### src/rtl/mem_arbiter_if.sv
// Bundle of the icache port (p0), dcache port (p1) and main-memory port seen by mem_arbiter.
// Handshake: a requester holds read/write high and waits while busywait is high; the cycle
// busywait is low with the request still high, readdata is valid and the access has completed.
interface mem_arbiter_if #(
  parameter int ADDR_W = 6,
  parameter int DATA_W = 32
);
  logic              p0_read;
  logic [ADDR_W-1:0] p0_address;
  logic [DATA_W-1:0] p0_readdata;
  logic              p0_busywait;

  logic              p1_read;
  logic              p1_write;
  logic [ADDR_W-1:0] p1_address;
  logic [DATA_W-1:0] p1_writedata;
  logic [DATA_W-1:0] p1_readdata;
  logic              p1_busywait;

  logic              mem_read;
  logic              mem_write;
  logic [ADDR_W-1:0] mem_address;
  logic [DATA_W-1:0] mem_writedata;
  logic [DATA_W-1:0] mem_readdata;
  logic              mem_busywait;

  modport slave (
    input  p0_read, p0_address,
    output p0_readdata, p0_busywait,
    input  p1_read, p1_write, p1_address, p1_writedata,
    output p1_readdata, p1_busywait,
    output mem_read, mem_write, mem_address, mem_writedata,
    input  mem_readdata, mem_busywait
  );

  modport master (
    output p0_read, p0_address,
    input  p0_readdata, p0_busywait,
    output p1_read, p1_write, p1_address, p1_writedata,
    input  p1_readdata, p1_busywait,
    input  mem_read, mem_write, mem_address, mem_writedata,
    output mem_readdata, mem_busywait
  );
endinterface

### src/rtl/mem_arbiter.sv
// Round-robin arbiter sharing main memory between the icache (p0, read-only) and the
// dcache (p1, read/write); address, write data and operation are latched at grant.
module mem_arbiter #(
  parameter int ADDR_W = 6,
  parameter int DATA_W = 32
) (
  input  logic          clk,
  input  logic          reset,
  mem_arbiter_if.slave  bus,
  output logic [0:0]    fsm_state
);

  localparam logic [0:0] IDLE = 1'b0;
  localparam logic [0:0] BUSY = 1'b1;

  logic [0:0]        state;
  logic              gnt;
  logic              last_grant;
  logic              op_write;
  logic              done0;
  logic              done1;
  logic [ADDR_W-1:0] addr_q;
  logic [DATA_W-1:0] wdata_q;
  logic [DATA_W-1:0] rdata0_q;
  logic [DATA_W-1:0] rdata1_q;

  logic req0, req1, avail0, avail1, pick, start;

  // A port is masked during its own done cycle so a held request cannot re-win immediately.
  always_comb begin
    req0   = bus.p0_read;
    req1   = bus.p1_read | bus.p1_write;
    avail0 = req0 & ~done0;
    avail1 = req1 & ~done1;
    pick   = (avail0 & avail1) ? ~last_grant : avail1;
    start  = (state == IDLE) & (avail0 | avail1);
  end

  always_ff @(posedge clk or posedge reset) begin
    if (reset) begin
      state      <= IDLE;
      gnt        <= 1'b0;
      last_grant <= 1'b1;
      op_write   <= 1'b0;
      done0      <= 1'b0;
      done1      <= 1'b0;
      addr_q     <= '0;
      wdata_q    <= '0;
      rdata0_q   <= '0;
      rdata1_q   <= '0;
    end else begin
      done0 <= 1'b0;
      done1 <= 1'b0;
      case (state)
        IDLE: begin
          if (start) begin
            state      <= BUSY;
            gnt        <= pick;
            last_grant <= pick;
            addr_q     <= pick ? bus.p1_address : bus.p0_address;
            op_write   <= pick & bus.p1_write;
            if (pick & bus.p1_write) wdata_q <= bus.p1_writedata;
          end
        end
        BUSY: begin
          if (!bus.mem_busywait) begin
            if (!op_write) begin
              if (gnt) rdata1_q <= bus.mem_readdata;
              else     rdata0_q <= bus.mem_readdata;
            end
            if (gnt) done1 <= 1'b1;
            else     done0 <= 1'b1;
            state <= IDLE;
          end
        end
        default: state <= IDLE;
      endcase
    end
  end

  assign bus.mem_read      = (state == BUSY) & ~op_write;
  assign bus.mem_write     = (state == BUSY) & op_write;
  assign bus.mem_address   = addr_q;
  assign bus.mem_writedata = wdata_q;
  assign bus.p0_readdata   = rdata0_q;
  assign bus.p1_readdata   = rdata1_q;
  assign bus.p0_busywait   = req0 & ~done0;
  assign bus.p1_busywait   = req1 & ~done1;
  assign fsm_state         = state;

endmodule

### src/flat_wrapper.sv
// flat-port wrapper written by rule: the top's interface ports become plain ports
module mem_arbiter_flat 
#(
  parameter int ADDR_W = 6,
  parameter int DATA_W = 32
)
  (clk, reset, fsm_state, bus_p0_read, bus_p0_address, bus_p0_readdata, bus_p0_busywait, bus_p1_read, bus_p1_write, bus_p1_address, bus_p1_writedata, bus_p1_readdata, bus_p1_busywait, bus_mem_read, bus_mem_write, bus_mem_address, bus_mem_writedata, bus_mem_readdata, bus_mem_busywait);
  mem_arbiter_if #(.ADDR_W(ADDR_W), .DATA_W(DATA_W)) bus_i ();
  input  logic clk;
  input  logic reset;
  output logic [0:0] fsm_state;
  input wire logic [$bits(bus_i.p0_read)-1:0] bus_p0_read;
  input wire logic [$bits(bus_i.p0_address)-1:0] bus_p0_address;
  output wire logic [$bits(bus_i.p0_readdata)-1:0] bus_p0_readdata;
  output wire logic [$bits(bus_i.p0_busywait)-1:0] bus_p0_busywait;
  input wire logic [$bits(bus_i.p1_read)-1:0] bus_p1_read;
  input wire logic [$bits(bus_i.p1_write)-1:0] bus_p1_write;
  input wire logic [$bits(bus_i.p1_address)-1:0] bus_p1_address;
  input wire logic [$bits(bus_i.p1_writedata)-1:0] bus_p1_writedata;
  output wire logic [$bits(bus_i.p1_readdata)-1:0] bus_p1_readdata;
  output wire logic [$bits(bus_i.p1_busywait)-1:0] bus_p1_busywait;
  output wire logic [$bits(bus_i.mem_read)-1:0] bus_mem_read;
  output wire logic [$bits(bus_i.mem_write)-1:0] bus_mem_write;
  output wire logic [$bits(bus_i.mem_address)-1:0] bus_mem_address;
  output wire logic [$bits(bus_i.mem_writedata)-1:0] bus_mem_writedata;
  input wire logic [$bits(bus_i.mem_readdata)-1:0] bus_mem_readdata;
  input wire logic [$bits(bus_i.mem_busywait)-1:0] bus_mem_busywait;
  assign bus_i.p0_read = bus_p0_read;
  assign bus_i.p0_address = bus_p0_address;
  assign bus_p0_readdata = bus_i.p0_readdata;
  assign bus_p0_busywait = bus_i.p0_busywait;
  assign bus_i.p1_read = bus_p1_read;
  assign bus_i.p1_write = bus_p1_write;
  assign bus_i.p1_address = bus_p1_address;
  assign bus_i.p1_writedata = bus_p1_writedata;
  assign bus_p1_readdata = bus_i.p1_readdata;
  assign bus_p1_busywait = bus_i.p1_busywait;
  assign bus_mem_read = bus_i.mem_read;
  assign bus_mem_write = bus_i.mem_write;
  assign bus_mem_address = bus_i.mem_address;
  assign bus_mem_writedata = bus_i.mem_writedata;
  assign bus_i.mem_readdata = bus_mem_readdata;
  assign bus_i.mem_busywait = bus_mem_busywait;
  mem_arbiter #(.ADDR_W(ADDR_W), .DATA_W(DATA_W)) u_core (.clk(clk), .reset(reset), .bus(bus_i), .fsm_state(fsm_state));
endmodule
### config.mk
export PLATFORM = sky130hd
export DESIGN_NAME = mem_arbiter_flat
export DESIGN_NICKNAME = d
export VERILOG_FILES = /design/src/rtl/mem_arbiter_if.sv /design/src/rtl/mem_arbiter.sv /design/src/flat_wrapper.sv
export SDC_FILE = /design/constraint.sdc
export NUM_CORES = 1
export LEC_CHECK = 0
export BUFFER_PORTS_ARGS = -buffer_cell sky130_fd_sc_hd__buf_2
export CORE_UTILIZATION = 45
export DETAILED_ROUTE_END_ITERATION = 8
export PLACE_DENSITY = 0.73
export SKIP_CTS_REPAIR_TIMING = 1
export SLEW_MARGIN = 10
export SYNTH_ARGS = -nofsm -noshare
export SYNTH_HDL_FRONTEND = slang
export SYNTH_SLANG_ARGS = --single-unit
### constraint.sdc
create_clock -name clk -period 7.6 [get_ports clk]
set_input_delay 0.76 -clock clk [delete_from_list [all_inputs] [get_ports clk]]
set_output_delay 0.76 -clock clk [all_outputs]
set_load 0.05 [all_outputs]
==> impl_metrics.json <==
{
  "status": "finished, final reports clean",
  "clock-skew-final_ps": 12.9,
  "cell_with_the_biggest_individual_delay_on_the_critical_path": "o21bai_1",
  "globalRouteTotalUtil_pct": 18.3,
  "crit_chain": "buf_2 > o21bai_1 > clkinv_1 > buf_2",
  "drv_slew": 0,
  "path_max_fanout": 8,
  "timing_worst_slew_pin_value_ps": 939,
  "global_route.overflow_total": 0,
  "clkSlewWorstSetupHoldPaths_ps": 90,
  "final_clock_period_utilization_by_the_worst_path_pct": 33.6,
  "antenna_cells": 0,
  "cts_inserted_buffers": 9,
  "setup-violations-final": 0,
  "placement.io_buffers": 188,
  "die_height_um": 99.9,
  "clkLatencyLatePin_ps": 360,
  "origin_of_the_critical_flop_to_flop_path": "u_core.fsm_state$_DFF_PP0_",
  "worst-endpoint-required_ps": 6840,
  "dr.first_iter.drc_count": 48,
  "cp-endpoint": "bus_p1_busywait",
  "cts_max_path_buffers": 2,
  "path_delay_family": "buffers and inverters",
  "grt_start_max_net_pins": 65,
  "arrival_ps": 1790,
  "ys_types": 31,
  "fin_tns_setup_ps": 0,
  "die_width_um": 99.9,
  "fraction_of_final_layout_cells_with_drive_strength_greater_than_1_pct": 67.2,
  "drt_drc_violations_left": 0,
  "synthToLayoutAreaGrowth_pct": 28.8,
  "rows": 35,
  "clkSinkCount": 108,
  "yosysSeqAreaShare_pct": 62.7,
  "register_to_register_path_setup_slack_ps": 5450,
  "hold_path.class": "input port to asynchronous set/reset pin",
  "routed_wire_length_per_instance_um": 15.2,
  "drtAntennaViolNets": 0,
  "detailed_place_hpwl_um": 6430,
  "syn_avg_cell_area_um2": 16.2,
  "critPathMostFrequentCell": "buf_2",
  "core_mm2": 0.00928,
  "drtPass1Iterations": 4,
  "rsz_0062_raised_after_global_routing": "no",
  "initial_core_utilization_pct": 46.5,
  "maxCapViolCount": 0,
  "ys_seq_elements": 108,
  "timing.final.crit_period_ps": 2550,
  "cts-htree-levels": 3,
  "number_of_nets_in_the_synthesized_netlist": 348,
  "timing.slew.headroom_pct": 37.3,
  "num_vias": 2891,
  "max_freq_mhz": 392,
  "grt_pass1_wl_um": 14200,
  "reg2regPathDepth": 3,
  "destination_of_the_worst_register_to_register_timing_path": "u_core.bus.p1_readdata[7]$_DFFE_PP0P_",
  "drt-total-wl_um": 8950,
  "cts_root_buf": "clkbuf_8",
  "tritoncts": "done",
  "ios": 189,
  "post_drt_via_cell_ratio": 4.91,
  "number_of_nets_at_the_end_of_the_flow": 537,
  "gp_routability_congestion": 0.892,
  "timing.critical_path.to_type": "primary output",
  "timing.critical_path.depth": 4,
  "critPathMaxStageDelay_ps": 340,
  "synth.cell_area_mm2": 0.00431,
  "postSynthCellCount": 266,
  "ys_warn_count": 0,
  "die_area_mm2": 0.00998,
  "startpoint_type": "input port",
  "setup.worst_path.start": "bus_p1_write",
  "setup.worst_path.class": "input port to primary output",
  "cp_num_buf_inv": 3,
  "grt_antenna_before_repair": 0,
  "timing.final.hold_violations": 0,
  "grt_pass1_vias": 2922
}
-- cell type report --
type / instances / area [um^2]
clock inverter: 3 / 27.5
tap: 129 / 161
sequential: 108 / 2700
fill: 771 / 3730
inverter: 2 / 10.0
clock buffer: 13 / 169
timing repair buffer: 191 / 963
multi-input combinational: 143 / 1520
-- registers in the layout (all words and copies together), names as in the netlist --
name and cells:
u_core.op_write 1, u_core.gnt 1, u_core.bus.p1_readdata 32, u_core.bus.p0_readdata 32
u_core.done0 1, u_core.bus.mem_writedata 32, u_core.done1 1, u_core.last_grant 1
u_core.fsm_state 1, u_core.bus.mem_address 6
-- layer usage --
layer  share of wire [%]  GRT usage [%]  wire length (um)
met1                  42           22.5              3780
met2                  47           29.8              4170
met3                  10           7.66               913
met4                 1.0           4.98                92
met5                   0              0                 0
-- worst min-delay path by stage --
stage | depth (start not counted) | startpoint | end
6_report | 2 | reset | u_core.bus.mem_writedata[31]$_DFFE_PP0P_
5_1_grt | 2 | reset | u_core.bus.mem_writedata[1]$_DFFE_PP0P_
4_1_cts | 2 | reset | u_core.bus.mem_writedata[4]$_DFFE_PP0P_
3_5_place_dp | 1 | u_core.bus.p1_readdata[15]$_DFFE_PP0P_ | u_core.bus.p1_readdata[15]$_DFFE_PP0P_
3_3_place_gp | 1 | u_core.bus.p1_readdata[18]$_DFFE_PP0P_ | u_core.bus.p1_readdata[18]$_DFFE_PP0P_
2_1_floorplan | 1 | u_core.gnt$_DFFE_PP0P_ | u_core.done0$_DFF_PP0_
-- synth_stat cells (all sizes together) --
master	n	area, um^2
nand3	6	30.0
inv	1	3.75
nor2b	2	12.5
a211oi	6	45.0
nand2	3	11.3
a31oi	6	37.5
and2	1	6.26
buf	11	87.6
nor3b	1	12.5
nor2	2	7.51
dfrtp	107	2680
a21oi	1	5.00
clkbuf	2	7.51
o21bai	1	7.51
a21o	2	15.0
clkinv	1	3.75
o21ai	6	30.0
nor3	1	10.0
nor4b	1	23.8
or2	1	6.26
and2b	1	8.76
dfstp	1	26.3
nand3b	1	7.51
nand2b	1	6.26
o2bb2ai	2	17.5
and3b	2	17.5
mux2	96	1190
-- kinds of logic after synthesis --
| group | count (synthesis) | synth area share, % |
|---|---|---|
| and+or+nand+nor | 23 | 3.71 |
| buffers and inverters | 15 | 2.38 |
| muxes | 96 | 27.6 |
| AOI/OAI and AO/OA | 24 | 3.65 |
| DFF | 108 | 62.7 |
-- per-stage QoR --
stage / setup slack, ps / hold WS, ps / utilization, % / cell area [um^2] / instances
2_1_floorplan: 4000 / 458 / - / 4310 / 266
3_3_place_gp: 5140 / 464 / 57.7 / 5360 / 573
3_5_place_dp: 5080 / 490 / 57.7 / 5360 / 573
4_1_cts: 5080 / 463 / 59.9 / 5560 / 589
5_1_grt: 4950 / 482 / 59.9 / 5560 / 589
6_report: 5050 / 446 / 59.9 / 5560 / 589
-- cell usage in the layout, fill, tap and decap left out, drive strengths merged --
master,synthesis,routed
nand3b,1,1
dfstp,1,1
o2bb2ai,2,2
nor2b,2,2
and2b,1,1
a31oi,6,6
nor3b,1,1
buf,11,191
a21o,2,2
nor4b,1,1
mux2,96,96
dfrtp,107,107
nand2b,1,1
and2,1,1
nor3,1,1
nand3,6,6
inv,1,3
clkinvlp,0,1
nand2,3,3
or2,1,1
clkbuf,2,13
a21oi,1,1
o21ai,6,6
clkinv,1,1
a211oi,6,6
o21bai,1,1
nor2,2,2
and3b,2,2
Power is not shown: default switching activity piles up to over one toggle a cycle in this logic, so the estimate is an artifact.
